[src/rtl/ahb_sram_ctrl.sv]
// ahb_sram_ctrl: AHB-Lite slave front-end for a single-port, byte-writable
// synchronous SRAM with one-cycle registered read data. A read that arrives
// while a write is in its data phase waits one cycle. Illegal transfers get a
// two-cycle ERROR response and never reach the SRAM.
module ahb_sram_ctrl #(
    parameter int WORDS = 8192,
    parameter int AW    = 22
) (
    input  logic          HCLK,
    input  logic          HRESETn,
    input  logic          HSEL,
    input  logic [31:0]   HADDR,
    input  logic [1:0]    HTRANS,
    input  logic          HWRITE,
    input  logic [2:0]    HSIZE,
    input  logic [31:0]   HWDATA,
    input  logic          HREADY,
    output logic          HREADYOUT,
    output logic          HRESP,
    output logic [31:0]   HRDATA,
    output logic          mem_ena,
    output logic [3:0]    mem_wen,
    output logic [AW-1:0] mem_addr,
    output logic [31:0]   mem_wdata,
    input  logic [31:0]   mem_rdata
);

    typedef enum logic [2:0] {
        S_IDLE,   // no data phase pending
        S_WR,     // write data phase, SRAM written this cycle
        S_RD,     // read data phase, mem_rdata valid
        S_RDS,    // read pushed back one cycle by a write
        S_ERR1,   // first ERROR cycle (stalled)
        S_ERR2    // second ERROR cycle (ready)
    } state_t;

    state_t        state_q;
    state_t        state_d;
    logic [AW-1:0] wr_addr_q;
    logic [3:0]    wr_lanes_q;
    logic [AW-1:0] rd_addr_q;

    logic          accept;
    logic          illegal;
    logic          wr_ok;
    logic          rd_ok;
    logic [3:0]    lanes;
    logic [AW-1:0] haddr_word;

    // HTRANS[0] only separates NONSEQ from SEQ, which this slave treats alike.
    logic          unused_htrans0;
    assign unused_htrans0 = HTRANS[0];

    // NOTE: accept is gated by HRESETn so the combinational SRAM strobes stay
    // low while reset is held, whatever the bus is doing. RDS and ERR1 drive
    // HREADYOUT low, so no address phase can complete in them.
    assign accept = HRESETn & HSEL & HTRANS[1] & HREADY
                  & (state_q != S_RDS) & (state_q != S_ERR1);

    assign illegal = (HSIZE > 3'd2)
                   | ((HSIZE == 3'd1) & HADDR[0])
                   | ((HSIZE == 3'd2) & (HADDR[1:0] != 2'b00))
                   | ({2'b00, HADDR[31:2]} >= 32'(WORDS));

    assign wr_ok      = accept & ~illegal & HWRITE;
    assign rd_ok      = accept & ~illegal & ~HWRITE;
    assign haddr_word = HADDR[AW+1:2];

    // Byte-lane decode of the current address phase; data stays on its AHB lane.
    always_comb begin
        // NOTE: every always_comb output gets a default first so no path can
        // leave it unassigned and infer a latch.
        lanes = 4'b1111;
        case (HSIZE)
            3'd0:    lanes = 4'b0001 << HADDR[1:0];
            3'd1:    lanes = HADDR[1] ? 4'b1100 : 4'b0011;
            default: lanes = 4'b1111;
        endcase
    end

    // Next-state decision for the data phase that follows this cycle.
    always_comb begin
        state_d = S_IDLE;
        case (state_q)
            S_RDS:   state_d = S_RD;
            S_ERR1:  state_d = S_ERR2;
            default: begin
                if (accept) begin
                    if (illegal)
                        state_d = S_ERR1;
                    else if (HWRITE)
                        state_d = S_WR;
                    else if (state_q == S_WR)
                        state_d = S_RDS;
                    else
                        state_d = S_RD;
                end
            end
        endcase
    end

    // FSM state, registered handshake outputs and latched transfer attributes.
    always_ff @(posedge HCLK or negedge HRESETn) begin
        if (!HRESETn) begin
            state_q    <= S_IDLE;
            HREADYOUT  <= 1'b1;
            HRESP      <= 1'b0;
            wr_addr_q  <= '0;
            wr_lanes_q <= '0;
            rd_addr_q  <= '0;
        end else begin
            // NOTE: sequential state uses non-blocking assignment only, so every
            // register samples pre-edge values regardless of statement order.
            state_q   <= state_d;
            HREADYOUT <= !((state_d == S_RDS) || (state_d == S_ERR1));
            HRESP     <= (state_d == S_ERR1) || (state_d == S_ERR2);
            if (wr_ok) begin
                wr_addr_q  <= haddr_word;
                wr_lanes_q <= lanes;
            end
            if (rd_ok) begin
                rd_addr_q <= haddr_word;
            end
        end
    end

    // SRAM strobes: pending write first, then deferred read, then a fresh read.
    always_comb begin
        mem_ena   = 1'b0;
        mem_wen   = 4'b0000;
        mem_addr  = '0;
        mem_wdata = '0;
        if (state_q == S_WR) begin
            mem_ena   = 1'b1;
            mem_wen   = wr_lanes_q;
            mem_addr  = wr_addr_q;
            mem_wdata = HWDATA;
        end else if (state_q == S_RDS) begin
            mem_ena  = 1'b1;
            mem_addr = rd_addr_q;
        end else if (rd_ok) begin
            mem_ena  = 1'b1;
            mem_addr = haddr_word;
        end
    end

    assign HRDATA = (state_q == S_RD) ? mem_rdata : 32'h0;

endmodule

[config.mk]
export PLATFORM = sky130hd
export DESIGN_NAME = ahb_sram_ctrl
export DESIGN_NICKNAME = d
export VERILOG_FILES = /design/src/rtl/ahb_sram_ctrl.sv
export SDC_FILE = /design/constraint.sdc
export NUM_CORES = 1
export LEC_CHECK = 0
export BUFFER_PORTS_ARGS = -buffer_cell sky130_fd_sc_hd__buf_2
export CORE_MARGIN = 3
export CORE_UTILIZATION = 43
export CTS_BUF_LIST = sky130_fd_sc_hd__clkbuf_4
export DETAILED_ROUTE_END_ITERATION = 6
export HOLD_SLACK_MARGIN = 0.15
export PLACE_DENSITY = 0.8
export SETUP_SLACK_MARGIN = 0.2
export SYNTH_ARGS = -nofsm -noshare
export SYNTH_HDL_FRONTEND = slang
export SYNTH_SLANG_ARGS = --single-unit
export TNS_END_PERCENT = 30
[constraint.sdc]
create_clock -name HCLK -period 2.76 [get_ports HCLK]
set_input_delay 0.138 -clock HCLK [delete_from_list [all_inputs] [get_ports HCLK]]
set_output_delay 0.138 -clock HCLK [all_outputs]
set_load 0.05 [all_outputs]
==> flow_metrics.env <==
export IMPL_setup_tns_ns=0
export IMPL_wl_met3_microns=631
export IMPL_ir_drop_mv=0.319
export IMPL_fin_crit_sh_pct=91.4
export IMPL_io_pins=199
export IMPL_grt_pass1_wl_mm=13.3
export IMPL_synth_area_per_cell_sq_um=10.3
export IMPL_cts_root_buf="clkbuf_4"
export IMPL_pwr_share_clk_pct=17.1
export IMPL_first_global_vias=2681
export IMPL_ys_types=33
export IMPL_antenna_found_initial=2
export IMPL_net_switching_power_mw=0.868
export IMPL_slowest_stage="or4_4"
export IMPL_critPathMaxStageDelay_ns=0.59
export IMPL_critical_path_required_ns=2.62
export IMPL_rows=29
export IMPL_layout_commonest_cell="buf_2"
export IMPL_synthTopCellsByArea="dfrtp_1 (44%), mux2_2 (9.4%), and2_1 (8.6%)"
export IMPL_start_util_pct=45.7
export IMPL_vias=2973
export IMPL_hp_class="in2reg"
export IMPL_grt_overflow=0
export IMPL_port_buffers=197
export IMPL_tightest_slew_ns=0.757
export IMPL_reg2reg_from="state_q[2]$_DFF_PN0_"
export IMPL_skew_ns=0.00989
export IMPL_start_kind="register"
export IMPL_power_density_nw_per_um2=463
export IMPL_synth_nets=395
export IMPL_wl_mm=9.55
export IMPL_syn_cell_area_sq_um=2990
export IMPL_cts_buffers_inserted=5
export IMPL_final_cell_mix="buf_2 (188), dfrtp_1 (52), and2_1 (41), and3_1 (36), mux2_2 (25)"
export IMPL_coreArea_sq_um=6530
export IMPL_die_h_microns=89.4
export IMPL_ys_ff_latch=53
export IMPL_wl_met2_mm=4.76
export IMPL_drive_gt1_share_pct=51.2
export IMPL_worstPathArrival_ns=2.39
export IMPL_cp_cell_sequence="or3b_2 > nand3b_1 > or4_4 > buf_4 > o22ai_1 > buf_2"
export IMPL_wl_per_cell_microns=16.4
export IMPL_cap_violations=0
export IMPL_fin_crit_ns=2.52
export IMPL_clk_path_buf_depth=2
export IMPL_cp_max_fo=9
export IMPL_dr_pass1_iters=4
export IMPL_status="finished clean"
export IMPL_die_w_microns=89.4
export IMPL_yosysTopAreaCell="dfrtp_1"
export IMPL_crit_start="state_q[2]$_DFF_PN0_"
export IMPL_synth_yosys_seq_area_share_pct=44.4
export IMPL_postLayoutCoreUtil_pct=66.3
export IMPL_p_leak_nw=2.55
export IMPL_finish_net_count=609
export IMPL_critPathCaptureType="output port"
export IMPL_cts_sinks=53
export IMPL_clkLatencyLatePin_ns=0.35
export IMPL_via_per_inst=5.10
export IMPL_clock_fmax_ghz=0.396
export IMPL_synth_top_area_share_pct=43.6
export IMPL_htree_levels=2
export IMPL_maxSlewHeadroom_pct=49.5
export IMPL_clkTransAtPathRegs_ns=0.15
export IMPL_grt_max_degree=54
export IMPL_yosys_most_used_dff="dfrtp_1"
export IMPL_cts_tree="built"
export IMPL_drtIter0Drc=177
export IMPL_final_max_slew_viol_count=0
export IMPL_die_area_sq_um=7980
export IMPL_synth_edf_count=0
export IMPL_async_reset_ff_share_pct=100
export IMPL_pwr_share_comb_pct=42.4
export IMPL_grt_usage_pct=21.8
export IMPL_synth_warnings=0
export IMPL_drt_met1_wl_mm=4.01
export IMPL_p_seq_share_pct=40.5
export IMPL_crit_type="reg2out"
export IMPL_final_setup_viol_count=0
export IMPL_gp_congestion=0.867
export IMPL_synth_cells=289
export IMPL_routed_top_layer="met4"
export IMPL_rsz0062_at_grt="true"
export IMPL_swShare_pct=43.4
export IMPL_antenna_left=0
export IMPL_finalHoldViolations=0
export IMPL_syn2layout_area_growth_pct=44.9
export IMPL_dpl_hpwl_mm=6.86
export IMPL_drc=0
export IMPL_intPower_mw=1.13
export IMPL_min_from="HSIZE[2]"
logic make-up (layout without fill, tap and decap cells):
| kind of cell | after synthesis | in the layout | share of synthesized area, % |
|---|---|---|---|
| AO/OA/AOI/OAI | 23 | 23 | 4.77 |
| AND/OR/NAND/NOR | 134 | 135 | 27.3 |
| buffers and inverters | 27 | 241 | 4.23 |
| other | 0 | 2 | 0 |
| flip-flops | 53 | 53 | 44.4 |
| multiplexers | 52 | 52 | 19.3 |
stage by stage:
step	cell area (sq um)	instances	setup slack, ns	total power [mW]	hold slack (ns)
global route	4330	583	0.139	2.09	0.188
floorplan	2990	289	0.253	1.40	-0.158
CTS	4240	573	0.170	2.01	0.172
finish	4330	583	0.236	2.00	0.188
detailed placement	4020	548	0.481	1.64	0.399
global placement	4020	548	0.503	1.63	0.390
power by group through the flow:
stage	combinational [mW]	clock [mW]	sequential [mW]
3_3_place_gp	0.802	0	0.827
6_report	0.848	0.343	0.811
3_5_place_dp	0.817	0	0.828
4_1_cts	0.837	0.355	0.813
2_1_floorplan	0.541	0	0.854
5_1_grt	0.899	0.381	0.812
state kept, by name (all words and copies together) (netlist names):
name / count
rd_addr_q: 22
wr_addr_q: 22
wr_lanes_q: 4
state_q: 3
HREADYOUT: 1
HRESP: 1
cells in the mapped netlist (all sizes together) (5+ instances only):
master  instances
nand2          17
nor4            5
nor2b          10
nor2           14
o22ai          13
and3           36
o21ai           5
and2           41
buf             6
inv             5
dfrtp          52
mux2           30
clkbuf         16
mux2i          22
final timing paths:
check | end | slack [ns] | cells past startpoint
max reg2reg | rd_addr_q[5]$_DFFE_PN0N_ | 0.31 | 5
min | wr_lanes_q[3]$_DFFE_PN0P_ | 0.19 | 4
min reg2reg | rd_addr_q[14]$_DFFE_PN0N_ | 0.51 | 1
min in group asynchronous | wr_addr_q[8]$_DFFE_PN0P_ | 0.52 | 3
max | mem_addr[11] | 0.24 | 6
max in group asynchronous | rd_addr_q[18]$_DFFE_PN0N_ | 1.80 | 3
worst max-delay path: cells and delay by family, from the launching register on:
family,cells,cell delay [ns]
AOI/OAI and AO/OA,1,0.11
buffers and inverters,2,0.49
DFF,1,0.43
and+or+nand+nor,3,1.00
per-layer routing:
layer | vias to the layer above | GRT usage, %
met4 | 0 | 5.41
li1 | 1437 | -
met3 | 8 | 4.33
met2 | 117 | 38.0
met1 | 1411 | 27.7
met5 | - | 0
what timing repair did:
action	CTS	global route
cloned	0	1
hold endpoints to repair	81	0
resized for setup	0	12
hold buffers	17	0
setup endpoints to repair	2	14
pin swaps	0	2
setup buffers	0	7
layout make-up:
type / instances / area (sq um)
repair buffers: 228 / 1280
well taps: 77 / 96.3
flip-flops and latches: 53 / 1330
diodes: 2 / 5.00
fillers: 557 / 2200
inverters: 5 / 18.8
clock inverters: 3 / 17.5
clock buffers: 5 / 37.5
multi-input cells: 210 / 1540
No activity file was read; power rests on OpenSTA's default activity.
